File: config.mk
export PLATFORM = sky130hd
export DESIGN_NAME = mac_lane_array
export DESIGN_NICKNAME = d
export VERILOG_FILES = /design/src/rtl/mac_lane_array.sv
export SDC_FILE = /design/constraint.sdc
export NUM_CORES = 2
export LEC_CHECK = 0
export BUFFER_PORTS_ARGS = -buffer_cell sky130_fd_sc_hd__clkbuf_2
export CAP_MARGIN = 10
export CORE_UTILIZATION = 59
export CTS_BUF_LIST = sky130_fd_sc_hd__clkbuf_2
export CTS_CLUSTER_SIZE = 16
export DETAILED_ROUTE_END_ITERATION = 6
export GPL_TIMING_DRIVEN = 0
export PLACE_DENSITY = 0.78
export SETUP_SLACK_MARGIN = 0.3
export SYNTH_ARGS = -nofsm -noshare
export SYNTH_HDL_FRONTEND = slang
export SYNTH_SLANG_ARGS = --single-unit
File: constraint.sdc
create_clock -name clk -period 6.91 [get_ports clk]
set_input_delay 0.3455 -clock clk [delete_from_list [all_inputs] [get_ports clk]]
set_output_delay 0.3455 -clock clk [all_outputs]
set_load 0.05 [all_outputs]
File: src/rtl/mac_lane_array.sv
// mac_lane_array: multi-lane integer multiply-accumulate engine.
// Operand beats arrive on a valid/ready handshake, are multiplied per lane in
// stage S1, accumulated in stage S2 and, on the last beat of a dot-product
// group, written with sticky overflow flags into a first-word fall-through
// result FIFO. Input acceptance is credit-limited so the FIFO never overflows.
module mac_lane_array #(
    parameter int DATA_W     = 16,
    parameter int LANES      = 4,
    parameter int ACC_W      = 40,
    parameter int FIFO_DEPTH = 4
) (
    input  logic                      clk,
    input  logic                      rst_n,
    input  logic                      in_vld,
    output logic                      in_rdy,
    input  logic [LANES*DATA_W-1:0]   in_a,
    input  logic [LANES*DATA_W-1:0]   in_b,
    input  logic                      in_mode,
    input  logic                      in_last,
    input  logic                      cfg_clr,
    output logic                      out_vld,
    input  logic                      out_rdy,
    output logic [LANES*ACC_W-1:0]    out_c,
    output logic [LANES-1:0]          out_ovf,
    output logic                      out_mode
);

    localparam int PTR_W = (FIFO_DEPTH > 1) ? $clog2(FIFO_DEPTH) : 1;
    localparam int CNT_W = PTR_W + 1;
    localparam int PRD_W = 2 * DATA_W;

    // Handshake and group-mode tracking
    logic               accept;
    logic               effMode;
    logic               grpOpen_q, grpOpen_d;
    logic               grpMode_q, grpMode_d;

    // Stage S1: registered products
    logic               s1Vld_q,  s1Vld_d;
    logic               s1Last_q, s1Last_d;
    logic               s1Mode_q, s1Mode_d;
    logic [ACC_W-1:0]   prodExt  [LANES];
    logic [ACC_W-1:0]   s1Prod_q [LANES];
    logic [ACC_W-1:0]   s1Prod_d [LANES];

    // Stage S2: accumulators and sticky overflow
    logic [ACC_W-1:0]   acc_q   [LANES];
    logic [ACC_W-1:0]   acc_d   [LANES];
    logic [ACC_W-1:0]   accNext [LANES];
    logic [LANES-1:0]   ovf_q, ovf_d;
    logic [LANES-1:0]   ovfNext;

    // Result FIFO
    logic [LANES*ACC_W-1:0] fifoC_q    [FIFO_DEPTH];
    logic [LANES-1:0]       fifoOvf_q  [FIFO_DEPTH];
    logic                   fifoMode_q [FIFO_DEPTH];
    logic [PTR_W-1:0]       wrPtr_q, wrPtr_d;
    logic [PTR_W-1:0]       rdPtr_q, rdPtr_d;
    logic [CNT_W-1:0]       count_q, count_d;
    logic                   push;
    logic                   pop;
    logic [LANES*ACC_W-1:0] pushC;
    logic                   pendingLast;
    logic [CNT_W:0]         creditUse;

    // A beat whose group is not yet open takes its mode straight from in_mode,
    // which also covers single-beat groups.
    assign effMode = grpOpen_q ? grpMode_q : in_mode;
    assign accept  = in_vld && in_rdy;

    // A last beat still in S1 has already claimed a FIFO slot, so it counts
    // against the credit even before it is written.
    assign pendingLast = s1Vld_q && s1Last_q;
    assign creditUse   = {1'b0, count_q} + (CNT_W+1)'(pendingLast);
    assign in_rdy      = rst_n && !cfg_clr && (creditUse < (CNT_W+1)'(FIFO_DEPTH));

    assign push = s1Vld_q && s1Last_q && !cfg_clr;
    assign pop  = out_vld && out_rdy && !cfg_clr;

    genvar g;
    generate
        for (g = 0; g < LANES; g++) begin : gLane
            logic [DATA_W-1:0] laneA;
            logic [DATA_W-1:0] laneB;
            logic [PRD_W-1:0]  aExt;
            logic [PRD_W-1:0]  bExt;
            logic [PRD_W-1:0]  prod;
            logic [ACC_W:0]    sum;
            logic              addOvf;

            assign laneA = in_a[g*DATA_W +: DATA_W];
            assign laneB = in_b[g*DATA_W +: DATA_W];

            // Extending both operands to 2*DATA_W and keeping the low half of
            // the product gives the exact signed or unsigned product.
            assign aExt = {{DATA_W{effMode & laneA[DATA_W-1]}}, laneA};
            assign bExt = {{DATA_W{effMode & laneB[DATA_W-1]}}, laneB};
            assign prod = aExt * bExt;

            if (ACC_W > PRD_W) begin : gWiden
                assign prodExt[g] = {{(ACC_W-PRD_W){effMode & prod[PRD_W-1]}}, prod};
            end else begin : gSame
                assign prodExt[g] = prod;
            end

            // The add wraps modulo 2^ACC_W; overflow is judged by the mode
            // the product was formed in.
            assign sum        = {1'b0, acc_q[g]} + {1'b0, s1Prod_q[g]};
            assign accNext[g] = sum[ACC_W-1:0];
            assign addOvf     = s1Mode_q
                              ? ((acc_q[g][ACC_W-1] == s1Prod_q[g][ACC_W-1]) &&
                                 (sum[ACC_W-1] != acc_q[g][ACC_W-1]))
                              : sum[ACC_W];
            assign ovfNext[g] = ovf_q[g] | addOvf;
            assign pushC[g*ACC_W +: ACC_W] = accNext[g];
        end
    endgenerate

    // Next-state for the group-mode latch: opens on a non-last beat, closes on
    // a last beat or flush.
    always_comb begin
        grpOpen_d = grpOpen_q;
        grpMode_d = grpMode_q;
        if (cfg_clr) begin
            grpOpen_d = 1'b0;
        end else if (accept) begin
            grpOpen_d = !in_last;
            grpMode_d = effMode;
        end
    end

    // Next-state for stage S1; product registers only load on an accepted beat.
    always_comb begin
        s1Vld_d  = accept && !cfg_clr;
        s1Last_d = s1Last_q;
        s1Mode_d = s1Mode_q;
        s1Prod_d = s1Prod_q;
        if (accept) begin
            s1Last_d = in_last;
            s1Mode_d = effMode;
            s1Prod_d = prodExt;
        end
    end

    // Next-state for stage S2: accumulate, or restart after a group completes.
    always_comb begin
        acc_d = acc_q;
        ovf_d = ovf_q;
        if (cfg_clr) begin
            for (int i = 0; i < LANES; i++) begin
                acc_d[i] = '0;
            end
            ovf_d = '0;
        end else if (s1Vld_q) begin
            if (s1Last_q) begin
                for (int i = 0; i < LANES; i++) begin
                    acc_d[i] = '0;
                end
                ovf_d = '0;
            end else begin
                acc_d = accNext;
                ovf_d = ovfNext;
            end
        end
    end

    // Next-state for FIFO pointers and occupancy; push and pop together leave
    // the count unchanged.
    always_comb begin
        wrPtr_d = wrPtr_q;
        rdPtr_d = rdPtr_q;
        count_d = count_q;
        if (cfg_clr) begin
            wrPtr_d = '0;
            rdPtr_d = '0;
            count_d = '0;
        end else begin
            if (push) begin
                wrPtr_d = wrPtr_q + PTR_W'(1);
            end
            if (pop) begin
                rdPtr_d = rdPtr_q + PTR_W'(1);
            end
            case ({push, pop})
                2'b10:   count_d = count_q + CNT_W'(1);
                2'b01:   count_d = count_q - CNT_W'(1);
                default: count_d = count_q;
            endcase
        end
    end

    // Control and pipeline state registers.
    always_ff @(posedge clk or negedge rst_n) begin
        if (!rst_n) begin
            grpOpen_q <= 1'b0;
            grpMode_q <= 1'b0;
            s1Vld_q   <= 1'b0;
            s1Last_q  <= 1'b0;
            s1Mode_q  <= 1'b0;
            ovf_q     <= '0;
            wrPtr_q   <= '0;
            rdPtr_q   <= '0;
            count_q   <= '0;
            for (int i = 0; i < LANES; i++) begin
                s1Prod_q[i] <= '0;
                acc_q[i]    <= '0;
            end
        end else begin
            grpOpen_q <= grpOpen_d;
            grpMode_q <= grpMode_d;
            s1Vld_q   <= s1Vld_d;
            s1Last_q  <= s1Last_d;
            s1Mode_q  <= s1Mode_d;
            ovf_q     <= ovf_d;
            wrPtr_q   <= wrPtr_d;
            rdPtr_q   <= rdPtr_d;
            count_q   <= count_d;
            s1Prod_q  <= s1Prod_d;
            acc_q     <= acc_d;
        end
    end

    // FIFO storage; cleared on reset so the outputs read zero while in reset.
    always_ff @(posedge clk or negedge rst_n) begin
        if (!rst_n) begin
            for (int i = 0; i < FIFO_DEPTH; i++) begin
                fifoC_q[i]    <= '0;
                fifoOvf_q[i]  <= '0;
                fifoMode_q[i] <= 1'b0;
            end
        end else if (push) begin
            fifoC_q[wrPtr_q]    <= pushC;
            fifoOvf_q[wrPtr_q]  <= ovfNext;
            fifoMode_q[wrPtr_q] <= s1Mode_q;
        end
    end

    assign out_vld  = (count_q != '0);
    assign out_c    = fifoC_q[rdPtr_q];
    assign out_ovf  = fifoOvf_q[rdPtr_q];
    assign out_mode = fifoMode_q[rdPtr_q];

endmodule

# Word-level counts from Yosys, hierarchy flattened
# Cells that the tools add are included.
word_totals:
  in_bits: 135
  out_inout_bits: 167
  reg_bits: 968
  wordCells: 134
op_classes:
  reduce_logical: 22
  bitwise_logic: 19
  addsub: 9
  n_eq_ne: 10
  n_lt_le_gt_ge: 4
  n_mul: 4
  mux: 37
ops:
  columns: ["op", "n"]
  rows:
  - ["$mux 160", 6]
  - ["$bwmux 640", 1]
  - ["$bmux 160 s2", 1]
  - ["$demux 160 s2", 1]
  - ["$add 40x40->41", 4]
  - ["$mul 17x17->32", 4]
  - ["$mux 4", 6]
  - ["$bwmux 16", 1]
  - ["$logic_and 1x1->1", 13]
  - ["$and 1x1->1", 12]
  - ["$mux 1", 10]
  - ["$bmux 4 s2", 1]
  - ["$demux 4 s2", 1]
  - ["$mux 2", 4]
  - ["$reduce_bool 2->1", 4]
  - ["$ge 3x3->1 const B", 2]
  - ["$not 2->3", 2]
  - ["$pmux 3 s2", 1]
  - ["$reduce_bool 3->1", 2]
  - ["$add 2x1->2 const B", 2]
  - ["$add 3x1->4", 1]
  - ["$bwmux 4", 1]
  - ["$eq 1x1->1", 4]
  - ["$lt 4x3->1 const B", 1]
  - ["13 further kinds", 20]

# Depth between registers and ports, before layout
logic_depth:
  ltp_word: 8
  ltp_mapped: 28
  depth_no_buf: 26

# Worst setup path after synthesis
# No wires, ideal clock.
synth_path:
  path_type: "register to register"
  start: "register grpOpen_q"
  end: "register s1Prod_q[110] (netlist bit)"
  path_buffers: 3
  arrival_ns: 6.596
  synth_period_minus_slack_ns: 6.664
  stages_incl_launch_ff: 27
  required_ns: 6.841
  slack_ns: 0.246
  setup_time_ns: 0.069
  path_cell_list: "dfrtp_1 -> mux2_2 -> clkbuf_1 -> clkbuf_1 -> nand2_1 -> clkbuf_1 -> nor2_1 -> fa_1 -> inv_1 -> fa_1 -> fa_1 -> inv_1 -> fa_1 -> fa_1 -> inv_1 -> fa_1 -> inv_1 -> ha_1 -> nand3_1 -> or3_1 -> o21ai_0 -> o21bai_1 -> nand4_1 -> a41o_1 -> a21oi_1 -> or4b_2 -> nand3_1"
synth_via:
  elab_chain_cells: 3
  elab_cells_between_ends: 4
  cone_classes: "mul (1); mux (1); bitwise (2)"
synth_rtl:
  columns: ["element", "line_no", "text"]
  rows:
  - ["start: declaration", "35", "logic grpOpen_q, grpOpen_d;"]
  - ["start signal: assignment", "209", "grpOpen_q <= grpOpen_d;"]
  - ["$mux 1 (*)", "68", "assign effMode = grpOpen_q ? grpMode_q : in_mode;"]
  - ["$and 1x1->1, on equally long branches", "96, 97", null]
  - ["$mul 17x17->32 (*)", "98", "assign prod = aExt * bExt;"]
  - ["end signal: assignment", "218", "s1Prod_q <= s1Prod_d;"]
  - ["end: declaration", "43", "logic [ACC_W-1:0] s1Prod_q [LANES];"]
# Every way passes the cells marked *; elsewhere a longest branch is shown, timed or not.
# A chain may end at the register's enable or synchronous reset.

# Final worst setup path
layout_path:
  start: "register grpOpen_q"
  end: "register s1Prod_q[147] (netlist bit)"
# The elaborated chain is that of the path after synthesis.

==> flow_metrics.py <==
metrics = {
    "global_route": {
        "grt-ovfl-total": 0,
        "grt_max_degree": 120,
        "antenna_found_initial": 27,
        "grt_usage": 0.354,
        "grt_pass1_wl_um": 412000,
        "grt_pass1_vias": 73300,
    },
    "finish": {
        "area_delta_synth_final_pct": 11.3,
        "nNetsFinal": 11600,
        "drive_gt1_frac": 0.126,
        "fill_cells": 11400,
        "fin_area_um2": 98000,
    },
    "floorplanning": {
        "pin_count": 302,
        "die_height_um": 388,
        "design.core.area_um2": 148000,
        "die_w_um": 388,
        "dieArea_um2": 151000,
        "start_util": 0.595,
        "row_count": 141,
    },
    "outcome": {
        "status": "finished, violations left",
        "violations": "setup timing",
    },
    "critical_path": {
        "arrival_ns": 8.56,
        "critPathLaunch": "grpOpen_q",
        "crit_path_start_kind": "flip-flop",
        "worstSetupPathType": "reg -> reg",
        "worstPathRequired_ns": 8.31,
        "end_kind": "flip-flop",
        "path_max_fanout": 5,
        "r2r_cells": 27,
        "timing.rr.start": "grpOpen_q",
    },
    "run": {
        "drv_cap": 0,
    },
    "yosys": {
        "yosysUniqueCellTypes": 89,
        "ys_seq_elements": 968,
        "netlist.area_leader.share": 0.275,
        "synth_common_cells": "nand2_1 (1646), inv_1 (1307), fa_1 (1133), dfrtp_1 (968), o21ai_0 (939)",
        "synthCells": 9152,
        "synth_warnings": 0,
        "async_flop_share": 1.00,
        "synth_ff_type": "dfrtp_1",
        "syn_area_per_cell_um2": 9.62,
        "syn-num-nets": 10900,
        "syn-cell-area_um2": 88100,
        "synth_edf_count": 0,
        "ys_top_cells_by_area": "dfrtp_1 (28%), fa_1 (26%), nand2_1 (7.0%)",
        "yosysTopAreaCell": "dfrtp_1",
        "yosysSeqAreaShare": 0.275,
        "yosysMostFrequentCell": "nand2_1",
    },
    "timing": {
        "min_period_ns": 7.16,
        "worst_pin_slew_ns": 1.41,
        "slew_viol_final": 0,
        "rsz0062_at_grt": "true",
        "finalClockSkew_ns": 0.122,
        "report.final.setup_viol": 17,
        "max_slew_margin": 0.0583,
        "finalHoldViolations": 0,
        "finalCritPeriodShare": 1.04,
        "fmax_mhz": 140,
        "setup_slack_ns": -0.247,
    },
    "clock_tree": {
        "clockBufferDepth": 3,
        "root_buffer": "clkbuf_2",
        "cts_tree": "yes",
        "numCtsBuffers": 224,
        "cts_htree_levels": 4,
        "clk_pin_slew_worst_paths_ns": 0.16,
        "cts.sinks": 968,
        "clkLatencyLatePin_ns": 1.62,
    },
    "min_path": {
        "min_from": "in_a[48]",
        "hold_depth": 5,
        "holdCritPathClass": "in -> reg",
    },
    "routing": {
        "wire_per_inst_um": 22.0,
        "drtIter0Drc": 7164,
        "ant_nets": 0,
        "route.detailed.drc": 0,
        "routed_wl_um": 264000,
        "drt_pass1_iterations": 6,
        "routed_via_density": 5.93,
        "num_vias": 71100,
    },
    "placement": {
        "dpl.hpwl_um": 202000,
        "gp_congestion": 0.994,
        "dp_slack_ns": -2.59,
        "dpl_cell_area_um2": 92200,
        "portBuffers": 276,
    },
}
==> timing repair <==
action | in CTS | in global routing
hold buffers | 91 | 0
pin swaps | 113 | 83
gates resized for setup | 315 | 131
endpoints found under the setup margin | 67 | 49
hold endpoints to repair | 1147 | 0
gates cloned | 1 | 0
buffers inserted | 79 | 34
==> through the flow <==
stage | hold slack [ns] | setup TNS [ns] | instances | util
floorplan | 0.0499 | 0 | 9152 | -
global placement | 0.456 | - | 11400 | 0.621
detailed placement | 0.465 | -79.50 | 11400 | 0.623
CTS | 0.00929 | -0.505 | 11900 | 0.656
global route | 0.107 | -5.81 | 12000 | 0.662
finish | 0.212 | -2.50 | 12000 | 0.662
==> layout make-up <==
class / count / area (µm²) / share of cell area
multi-input combinational: 6426 / 58900 / 0.600
sequential: 968 / 24200 / 0.247
inverter: 1308 / 4930 / 0.0503
timing repair buffer: 494 / 3650 / 0.0372
tap: 1930 / 2410 / 0.0246
buffer: 449 / 1870 / 0.0191
clock buffer: 318 / 1590 / 0.0162
clock inverter: 68 / 428 / 0.00437
antenna: 28 / 70.1 / 0.000715
==> per-layer routing <==
metal / vias up / global-route usage / share of wire
met1: 35800 / 0.491 / 0.40
li1: 30900 / - / -
met2: 3792 / 0.532 / 0.45
met5: - / 0 / 0.00021
met3: 592 / 0.0912 / 0.11
met4: 10 / 0.147 / 0.041
==> registers in the layout, summed over array words and instances (netlist names) <==
name,flops
acc_q,160
count_q,3
fifoC_q,640
fifoMode_q,4
fifoOvf_q,16
grpMode_q,1
grpOpen_q,1
ovf_q,4
rdPtr_q,2
s1Last_q,1
s1Mode_q,1
s1Prod_q,132
s1Vld_q,1
wrPtr_q,2
==> placed cells by master, fill, tap and decap left out, types with 27 or more instances in the layout <==
master	synthesis	final
nor2_1	181	170
inv_1	1307	1274
a31oi_1	34	29
buf_4	0	80
buf_6	0	30
clkinv_1	1	45
o21a_1	38	38
fa_1	1133	1110
inv_2	0	31
ha_4	0	33
diode_2	0	28
o21bai_1	41	40
mux2_2	41	40
o21ai_1	41	72
and2_1	472	468
or2_2	31	29
xor2_1	122	114
and3_1	51	44
mux4_2	165	165
buf_1	27	27
nor3_1	50	44
nand2b_1	39	39
dfrtp_1	968	968
xnor2_1	176	164
ha_1	492	457
clkbuf_2	0	593
dlygate4sd3_1	0	90
nor2b_1	37	30
a21oi_1	231	208
nand2_1	1646	1629
nand3_1	58	52
clkbuf_1	423	410
o21ai_0	939	896
a21o_1	132	132
==> cells by family after synthesis <==
family          share of synthesized area
flops                               0.275
buf+inv                            0.0749
mux                                0.0484
fa+ha+maj                           0.327
simple gates                        0.135
compound gates                      0.109
xor+xnor                           0.0298
==> critical path: stages (launching register included) <==
cell	delay [ns]
dfrtp_1	0.43
mux2_4	0.42
buf_12	0.18
buf_6	0.12
clkbuf_16	0.16
and3_4	0.19
fa_2	0.63
inv_4	0.06
fa_1	0.50
inv_2	0.04
fa_2	0.53
fa_1	0.41
inv_1	0.09
fa_1	0.44
fa_1	0.53
inv_2	0.05
ha_4	0.29
a21o_1	0.15
a211oi_4	0.08
a21oi_2	0.19
a21oi_2	0.09
a311oi_2	0.30
buf_4	0.23
buf_4	0.12
nand3_2	0.07
and3b_2	0.26
xor2_4	0.24
o21ai_1	0.11
==> worst paths after layout <==
kind / to / slack (ns)
min in group asynchronous: acc_q[84] / 0.55
max in group asynchronous: fifoC_q[77] / 4.94
setup / recovery: s1Prod_q[147] / -0.25
hold / removal: s1Prod_q[0] / 0.21
setup reg to reg: s1Prod_q[147] / -0.25
hold reg to reg: fifoC_q[191] / 0.48
Power is left out: the tool's default activity adds up to more than one toggle a clock period on the data nets, which glitch-free logic cannot reach.
